<file path="src/rtl/axi_lite_pmem_bridge.sv">
// AXI4-Lite slave that turns read/write transactions into the single-cycle
// strobes of the physical-memory model. The bridge adds a fixed latency,
// holds responses until handshake, and gives a write commit priority over a
// read issuing in the same cycle.
module axi_lite_pmem_bridge #(
  parameter int unsigned RD_LATENCY = 1,
  parameter int unsigned WR_LATENCY = 1
) (
  input  logic        clock,
  input  logic        reset,
  // AXI read address / data
  input  logic        arvalid,
  output logic        arready,
  input  logic [63:0] araddr,
  output logic        rvalid,
  input  logic        rready,
  output logic [63:0] rdata,
  output logic [1:0]  rresp,
  // AXI write address / data / response
  input  logic        awvalid,
  output logic        awready,
  input  logic [63:0] awaddr,
  input  logic        wvalid,
  output logic        wready,
  input  logic [63:0] wdata,
  input  logic [7:0]  wstrb,
  output logic        bvalid,
  input  logic        bready,
  output logic [1:0]  bresp,
  // Pmem ports
  output logic [63:0] pmem_raddr,
  output logic        pmem_rvalid,
  input  logic [63:0] pmem_rdata,
  output logic [63:0] pmem_waddr,
  output logic [63:0] pmem_wdata,
  output logic [7:0]  pmem_mask
);

  typedef enum logic [1:0] {R_IDLE, R_WAIT, R_RESP} rstate_e;
  typedef enum logic [1:0] {W_IDLE, W_WAIT, W_RESP} wstate_e;

  localparam logic [3:0] RD_LOAD = 4'(RD_LATENCY - 1);
  localparam logic [3:0] WR_LOAD = 4'(WR_LATENCY - 1);

  rstate_e     r_state_q, r_state_d;
  logic [3:0]  r_cnt_q, r_cnt_d;
  logic [63:0] raddr_q, raddr_d;
  logic [63:0] rdata_q, rdata_d;

  wstate_e     w_state_q, w_state_d;
  logic [3:0]  w_cnt_q, w_cnt_d;
  logic        aw_held_q, aw_held_d;
  logic        w_held_q, w_held_d;
  logic [63:0] waddr_q, waddr_d;
  logic [63:0] wdata_q, wdata_d;
  logic [7:0]  wstrb_q, wstrb_d;

  logic        commit;
  logic        aw_fire;
  logic        w_fire;

  // Commit cycle: write counter expired while waiting; also blocks a read issue.
  assign commit = (w_state_q == W_WAIT) && (w_cnt_q == '0);

  assign arready    = (r_state_q == R_IDLE);
  assign rvalid     = (r_state_q == R_RESP);
  assign rdata      = rdata_q;
  assign rresp      = 2'b00;
  assign pmem_raddr = raddr_q;

  assign awready    = (w_state_q == W_IDLE) && !aw_held_q;
  assign wready     = (w_state_q == W_IDLE) && !w_held_q;
  assign bvalid     = (w_state_q == W_RESP);
  assign bresp      = 2'b00;
  assign pmem_waddr = waddr_q;
  assign pmem_wdata = wdata_q;

  // State and datapath registers for both channels.
  always_ff @(posedge clock or posedge reset) begin
    if (reset) begin
      r_state_q <= R_IDLE;
      r_cnt_q   <= '0;
      raddr_q   <= '0;
      rdata_q   <= '0;
      w_state_q <= W_IDLE;
      w_cnt_q   <= '0;
      aw_held_q <= 1'b0;
      w_held_q  <= 1'b0;
      waddr_q   <= '0;
      wdata_q   <= '0;
      wstrb_q   <= '0;
    end else begin
      r_state_q <= r_state_d;
      r_cnt_q   <= r_cnt_d;
      raddr_q   <= raddr_d;
      rdata_q   <= rdata_d;
      w_state_q <= w_state_d;
      w_cnt_q   <= w_cnt_d;
      aw_held_q <= aw_held_d;
      w_held_q  <= w_held_d;
      waddr_q   <= waddr_d;
      wdata_q   <= wdata_d;
      wstrb_q   <= wstrb_d;
    end
  end

  // Read FSM: accept AR, count down latency, issue strobe, hold R until taken.
  always_comb begin
    r_state_d   = r_state_q;
    r_cnt_d     = r_cnt_q;
    raddr_d     = raddr_q;
    rdata_d     = rdata_q;
    pmem_rvalid = 1'b0;
    case (r_state_q)
      R_IDLE: begin
        if (arvalid) begin
          raddr_d   = araddr;
          r_cnt_d   = RD_LOAD;
          r_state_d = R_WAIT;
        end
      end
      R_WAIT: begin
        if (r_cnt_q != '0) begin
          r_cnt_d = r_cnt_q - 4'd1;
        end else if (!commit) begin
          pmem_rvalid = 1'b1;
          rdata_d     = pmem_rdata;
          r_state_d   = R_RESP;
        end
      end
      R_RESP: begin
        if (rready) begin
          r_state_d = R_IDLE;
        end
      end
      default: r_state_d = R_IDLE;
    endcase
  end

  // Write FSM: gather AW and W in any order, count down, pulse mask once, hold B.
  always_comb begin
    w_state_d = w_state_q;
    w_cnt_d   = w_cnt_q;
    aw_held_d = aw_held_q;
    w_held_d  = w_held_q;
    waddr_d   = waddr_q;
    wdata_d   = wdata_q;
    wstrb_d   = wstrb_q;
    aw_fire   = 1'b0;
    w_fire    = 1'b0;
    pmem_mask = '0;
    case (w_state_q)
      W_IDLE: begin
        aw_fire = awvalid && !aw_held_q;
        w_fire  = wvalid && !w_held_q;
        if (aw_fire) begin
          waddr_d   = awaddr;
          aw_held_d = 1'b1;
        end
        if (w_fire) begin
          wdata_d  = wdata;
          wstrb_d  = wstrb;
          w_held_d = 1'b1;
        end
        // A beat arriving this cycle counts as held so the pair can launch now.
        if ((aw_held_q || aw_fire) && (w_held_q || w_fire)) begin
          aw_held_d = 1'b0;
          w_held_d  = 1'b0;
          w_cnt_d   = WR_LOAD;
          w_state_d = W_WAIT;
        end
      end
      W_WAIT: begin
        if (w_cnt_q != '0) begin
          w_cnt_d = w_cnt_q - 4'd1;
        end else begin
          pmem_mask = wstrb_q;
          w_state_d = W_RESP;
        end
      end
      W_RESP: begin
        if (bready) begin
          w_state_d = W_IDLE;
        end
      end
      default: w_state_d = W_IDLE;
    endcase
  end

endmodule

</file>
<file path="config.mk">
export PLATFORM = sky130hd
export DESIGN_NAME = axi_lite_pmem_bridge
export DESIGN_NICKNAME = d
export VERILOG_FILES = /design/src/rtl/axi_lite_pmem_bridge.sv
export SDC_FILE = /design/constraint.sdc
export NUM_CORES = 1
export LEC_CHECK = 0
export BUFFER_PORTS_ARGS = -buffer_cell sky130_fd_sc_hd__buf_2
export CORE_AREA = 3 3 211 213
export DETAILED_ROUTE_END_ITERATION = 8
export DIE_AREA = 0 0 214 216
export SLEW_MARGIN = 20
export SYNTH_ARGS = -nofsm -noshare
export SYNTH_HDL_FRONTEND = slang
export SYNTH_SLANG_ARGS = --single-unit
</file>
<file path="constraint.sdc">
create_clock -name clock -period 11.9 [get_ports clock]
set_input_delay 1.19 -clock clock [delete_from_list [all_inputs] [get_ports clock]]
set_output_delay 1.19 -clock clock [all_outputs]
set_load 0.01 [all_outputs]
</file>
Word-level counts from Yosys, hierarchy flattened

Cells that the tools add are included.

Logic and storage cells: 81
Bits in read-only memories: 0
Register bits after elaboration: 278
Memories kept: 0
Output and inout bits: 274
Input port bits: 271
RAM bits: 0
Latch bits: 0

Divide/modulo/power cells: 0
Equality and inequality tests: 13
Multipliers: 0
Mux-type cells: 24
Shift operators: 0
Order comparisons: 0
Bitwise gates (word level): 2
Reduce and logical (&&, ||, !) cells: 29
Add/subtract/negate cells: 2

Operators by type and width:

| kind                | number |
|---|---|
| $mux 4              | 4 |
| $mux 8              | 2 |
| $pmux 4 s2          | 2 |
| $mux 2              | 7 |
| $pmux 2 s3          | 2 |
| $reduce_and 3->1    | 4 |
| $ne 2x2->1 const B  | 5 |
| $reduce_and 2->1    | 5 |
| $ne 2x1->1 const B  | 4 |
| $reduce_bool 2->1   | 4 |
| $reduce_bool 4->1   | 2 |
| $sub 4x1->4 const B | 2 |
| $mux 1              | 7 |
| $logic_and 1x1->1   | 6 |
| $eq 2x1->1 const B  | 2 |
| $eq 2x2->1 const B  | 2 |
| $logic_not 2->1     | 2 |
| $logic_not 4->1     | 1 |
| $reduce_and 4->1    | 1 |
| $logic_not 1->1     | 2 |
| $logic_or 1x1->1    | 2 |
| $not 1->1           | 2 |

Depth between registers and ports, before layout

Word-level depth: 6
Gate-level depth with buffers: 7
Mapped depth without buffers: 5

Worst setup path before layout

No wires, ideal clock.

Path kind: reg-to-output
Start: register w_cnt_q[0]
End: output port pmem_rvalid
Setup slack: 9.071 ns
Data required time: 10.710 ns
Arrival: 1.639 ns
Path buffers: 2
Cell stages (with the launch flop): 8
Path through: dfrtp_1 > inv_1 > ha_1 > or3b_4 > o211ai_2 > buf_6 > buf_6 > inv_1

Word-level cells in the longest chain between the ends: 5

Ends and longest elaborated chain:

| element                | RTL line | source |
|---|---|---|
| from (decl)            | 51       | `logic [3:0] w_cnt_q, w_cnt_d;` |
| from (signal assigned) | 98       | `w_cnt_q <= w_cnt_d;` |
| $logic_not 4->1        | 63       | `assign commit = (w_state_q == W_WAIT) && (w_cnt_q == '0);` |
| $logic_and 1x1->1      | 63       |  |
| $mux 1                 | 125      | `end else if (!commit) begin` |
| $mux 1                 | 123      | `if (r_cnt_q != '0) begin` |
| $mux 1                 | 114      | `case (r_state_q)` |
| to (decl)              | 32       | `output logic pmem_rvalid,` |

No other way between the ends.

Worst setup path after layout

Start: register w_cnt_q[1]
End: output port pmem_mask[0]

Word-level cells in the longest chain between the ends: 3

Ends and longest elaborated chain:

| element           | RTL line | source |
|---|---|---|
| $reduce_bool 4->1 | 174      | `if (w_cnt_q != '0) begin` |
| $mux 8            | 174      |  |
| $mux 8            | 152      | `case (w_state_q)` |
| to (decl)         | 36       | `output logic [7:0] pmem_mask` |

No other way between the ends.

==> reports/qor.log <==
INFO  logic_synthesis dominantRegCellSynth=dfrtp_1
INFO  global_routing grt_first_pass_wirelength=48.8mm
INFO  critical_path  timing.critical_path.arrival=2.33ns
INFO  cts            cts-buffers-inserted=31
INFO  floorplan      initial_cell_density_of_the_core=0.249
INFO  global_routing grt_antenna_before_repair=2
INFO  logic_synthesis yosys.area_share.simple=0.0893
INFO  global_routing globalRouteTotalUtil=0.131
INFO  cts            path_clk_slew=0.06ns
INFO  layout         final_cell_area=15,000um2
INFO  critical_path  timing.critical_path.to_type=output pin
INFO  logic_synthesis synth_top_family_by_area=multiplexers
INFO  critical_path  startpoint_of_the_worst_setup_timing_path=w_cnt_q[1]$_DFFE_PP0P_
INFO  sta            rel_slew_slack=0.359
INFO  logic_synthesis synth_area_in_compound_gates=0.0120
INFO  sta            worst_clock_skew=0.0175ns
INFO  critical_path  cp_max_fo=12
INFO  flow_run       cap_violations=0
INFO  floorplan      die-height=216um
INFO  placement      dp_hpwl=23.5mm
INFO  cts            h-tree-depth=1
INFO  cts            cts_tree=built
INFO  logic_synthesis synth.top_cell.area_share=0.652
INFO  floorplan      core_outline_area=42,900um2
INFO  placement      gpl.final_weighted_congestion=0.824
INFO  logic_synthesis post_synth.cell_area_avg=13.5um2
INFO  logic_synthesis synth.most_common_cell=dfrtp_1
INFO  drt            antenna_violating_nets_post_route=0
INFO  logic_synthesis ys_ff_latch=278
INFO  critical_path  rrSetupSlack=9.09ns
INFO  critical_path  worst_setup_path_endpoint=pmem_mask[0]
INFO  sta            post-route-min-period=3.52ns
INFO  global_routing grt_pass1_vias=8,494
INFO  placement      postPlaceCellArea=13,900um2
INFO  logic_synthesis netlist_area=10,700um2
INFO  global_routing grt_max_degree=138
INFO  status         result_of_the_run=complete, no violations
INFO  power_and_ir_drop total_leakage_power=7.62nW
INFO  sta            timing.setup.tns=0ns
INFO  drt            route.detailed.drc=0
INFO  drt            post_drt_via_cell_ratio=4.12
INFO  logic_synthesis multiplexer_share_of_the_synthesized_area=0.213
INFO  critical_path  worst_path_class_setup=reg -> out
INFO  drt            routedWlPerCell=16.1um
INFO  sta            fin_crit_sh=0.296
INFO  logic_synthesis synth_seq_area_share=0.652
INFO  critical_path  critPathRequiredTime=10.71ns
INFO  critical_path  r2r_start=w_cnt_q[1]$_DFFE_PP0P_
INFO  placement      buffer_ports.inserted=540
INFO  power_and_ir_drop vdd_ir_max=0.121mV
INFO  cts            clock-root-buffer=clkbuf_16
INFO  sta            timing.final.hold_violations=0
INFO  critical_path  crit_path_start_kind=flop
INFO  logic_synthesis yosys.area_share.adder=0.00352
INFO  logic_synthesis synth_xor_area_frac=0
INFO  drt            drt_pass1_iterations=4
INFO  hold_path      worst_hold_path_type=reg -> reg
INFO  cts            clkSinkCount=278
INFO  sta            max_slew.worst_pin.slew=0.962ns
INFO  layout         filler_cell_count=4,316
INFO  logic_synthesis leading_cell_types_by_count_after_synthesis=dfrtp_1, nand2_1, mux2_2, mux2_1
INFO  layout         drive_gt1_frac=0.564
INFO  logic_synthesis synth_area_leader=dfrtp_1
INFO  sta            setup_violations=0
INFO  drt            drt_iter0_markers=313
INFO  cts            post_cts_buffers=0
INFO  sta            fmax=284MHz
INFO  drt            num_vias=7,985
INFO  cts            clock_path_buffers=3
INFO  floorplan      number_of_primary_i_o_pins=545
INFO  floorplan      die_area=46,200um2
INFO  drt            wl=31.2mm
INFO  floorplan      die_width=214um
INFO  layout         finish.net_count=1,604
INFO  layout         area_growth_synth_to_finish=40.3%
INFO  logic_synthesis ys.warnings.count=0
INFO  layout         postLayoutCoreUtil=0.349
INFO  critical_path  r2r.worst_path.cells=7
INFO  cts            worstSkewPairLatency=0.56ns
INFO  logic_synthesis synth_area_leaders=dfrtp_1, mux2_2, nand2_1
INFO  cts            cts-resized-gates=0
INFO  logic_synthesis synth-edff-count=0
INFO  sta            grt_setup_unrepaired=no
INFO  global_routing overflow=0
INFO  floorplan      std_cell_rows=76
INFO  sta            final_max_slew_viol_count=0
INFO  logic_synthesis yosysUniqueCellTypes=36
INFO  layout         diodes=0
INFO  logic_synthesis async_flop_share=1.00
INFO  critical_path  crit-reg2reg-capture=rdata[58]$_DFFE_PP0P_
INFO  cts            cts.hold.buffers_added=0
INFO  logic_synthesis netlist_instances=788
INFO  power_and_ir_drop pwr_density_cell=288nW/um2
[final cells by class]
| cell class | instances | area (um2) | share of cell area |
|---|---|---|---|
| tap | 585 | 732 | 0.0489 |
| inverter | 11 | 48.8 | 0.00326 |
| clock buffer | 45 | 868 | 0.0580 |
| clock inverter | 10 | 164 | 0.0110 |
| sequential | 278 | 6960 | 0.465 |
| timing repair buffer | 548 | 2760 | 0.185 |
| multi-input combinational | 460 | 3440 | 0.230 |
[worst max-delay path: stages, from the launching register on]
cell     delay [ns]
dfrtp_1        0.40
inv_1          0.12
ha_1           0.20
nor3b_4        0.64
and3_1         0.28
buf_2          0.13
[worst min path at each step]
stage	from	endpoint	slack, ns	cells past startpoint
after floorplan	r_cnt_q[0]$_DFFE_PP0P_	r_cnt_q[0]$_DFFE_PP0P_	0.47	1
after detailed placement	pmem_raddr[45]$_DFFE_PP0P_	pmem_raddr[45]$_DFFE_PP0P_	0.46	2
after global placement	pmem_raddr[39]$_DFFE_PP0P_	pmem_raddr[39]$_DFFE_PP0P_	0.45	2
after CTS	pmem_raddr[45]$_DFFE_PP0P_	pmem_raddr[45]$_DFFE_PP0P_	0.47	2
final	pmem_raddr[12]$_DFFE_PP0P_	pmem_raddr[12]$_DFFE_PP0P_	0.47	2
after global routing	pmem_raddr[41]$_DFFE_PP0P_	pmem_raddr[41]$_DFFE_PP0P_	0.49	2
[sequential cells by signal (all words and copies together), names as in the netlist]
signal	count
rdata	64
wstrb_q	8
pmem_wdata	64
w_state_q	2
aw_held_q	1
w_cnt_q	4
r_state_q	2
pmem_waddr	64
w_held_q	1
r_cnt_q	4
pmem_raddr	64
[cells by family after synthesis]
family          count (synthesis)
other cells                     1
mux                           202
buf+inv                        53
compound gates                 18
flops                         278
fa+ha+maj                       3
simple gates                  233
[per-layer routing]
metal  part of all wire  up-vias  wire length [um]  GRT usage
li1                   -     3716                 -          -
met1               0.39     3896             12200      0.155
met5            0.00042        -                13          0
met3              0.068       58              2130     0.0317
met2               0.51      313             15900      0.232
met4              0.029        2               916     0.0469
[metrics by stage]
step	worst slack (ns)	hold WS, ns	std cells	total power [mW]
final	8.38	0.466	1937	4.32
after global placement	8.80	0.453	1882	3.35
after floorplan	3.04	0.472	791	2.66
after CTS	8.06	0.472	1937	4.40
after detailed placement	8.69	0.456	1882	3.40
after global routing	8.24	0.492	1937	4.62
[placed cells by master, fill, tap and decap left out, types with 2 or more instances in the layout]
cell,instances
a21oi_1,4
mux2i_1,2
a31o_2,2
a211oi_1,2
buf_4,8
ha_1,3
inv_6,2
nand2_1,194
nor3_1,4
clkinv_2,2
mux2_2,158
nor2_1,10
inv_1,10
buf_2,540
and2_2,2
nor2b_1,3
o21ai_0,4
o32ai_1,2
mux2_1,42
nand2b_1,2
conb_1,4
clkbuf_16,31
and3_1,8
bufinv_16,4
clkbuf_8,4
clkbuf_1,10
dfrtp_1,278
[power by group]
part           switching, mW  internal (mW)
logic                  0.883          0.796
clock network          0.372          0.591
registers              0.247           1.43
No activity file was read; power rests on OpenSTA's default activity.
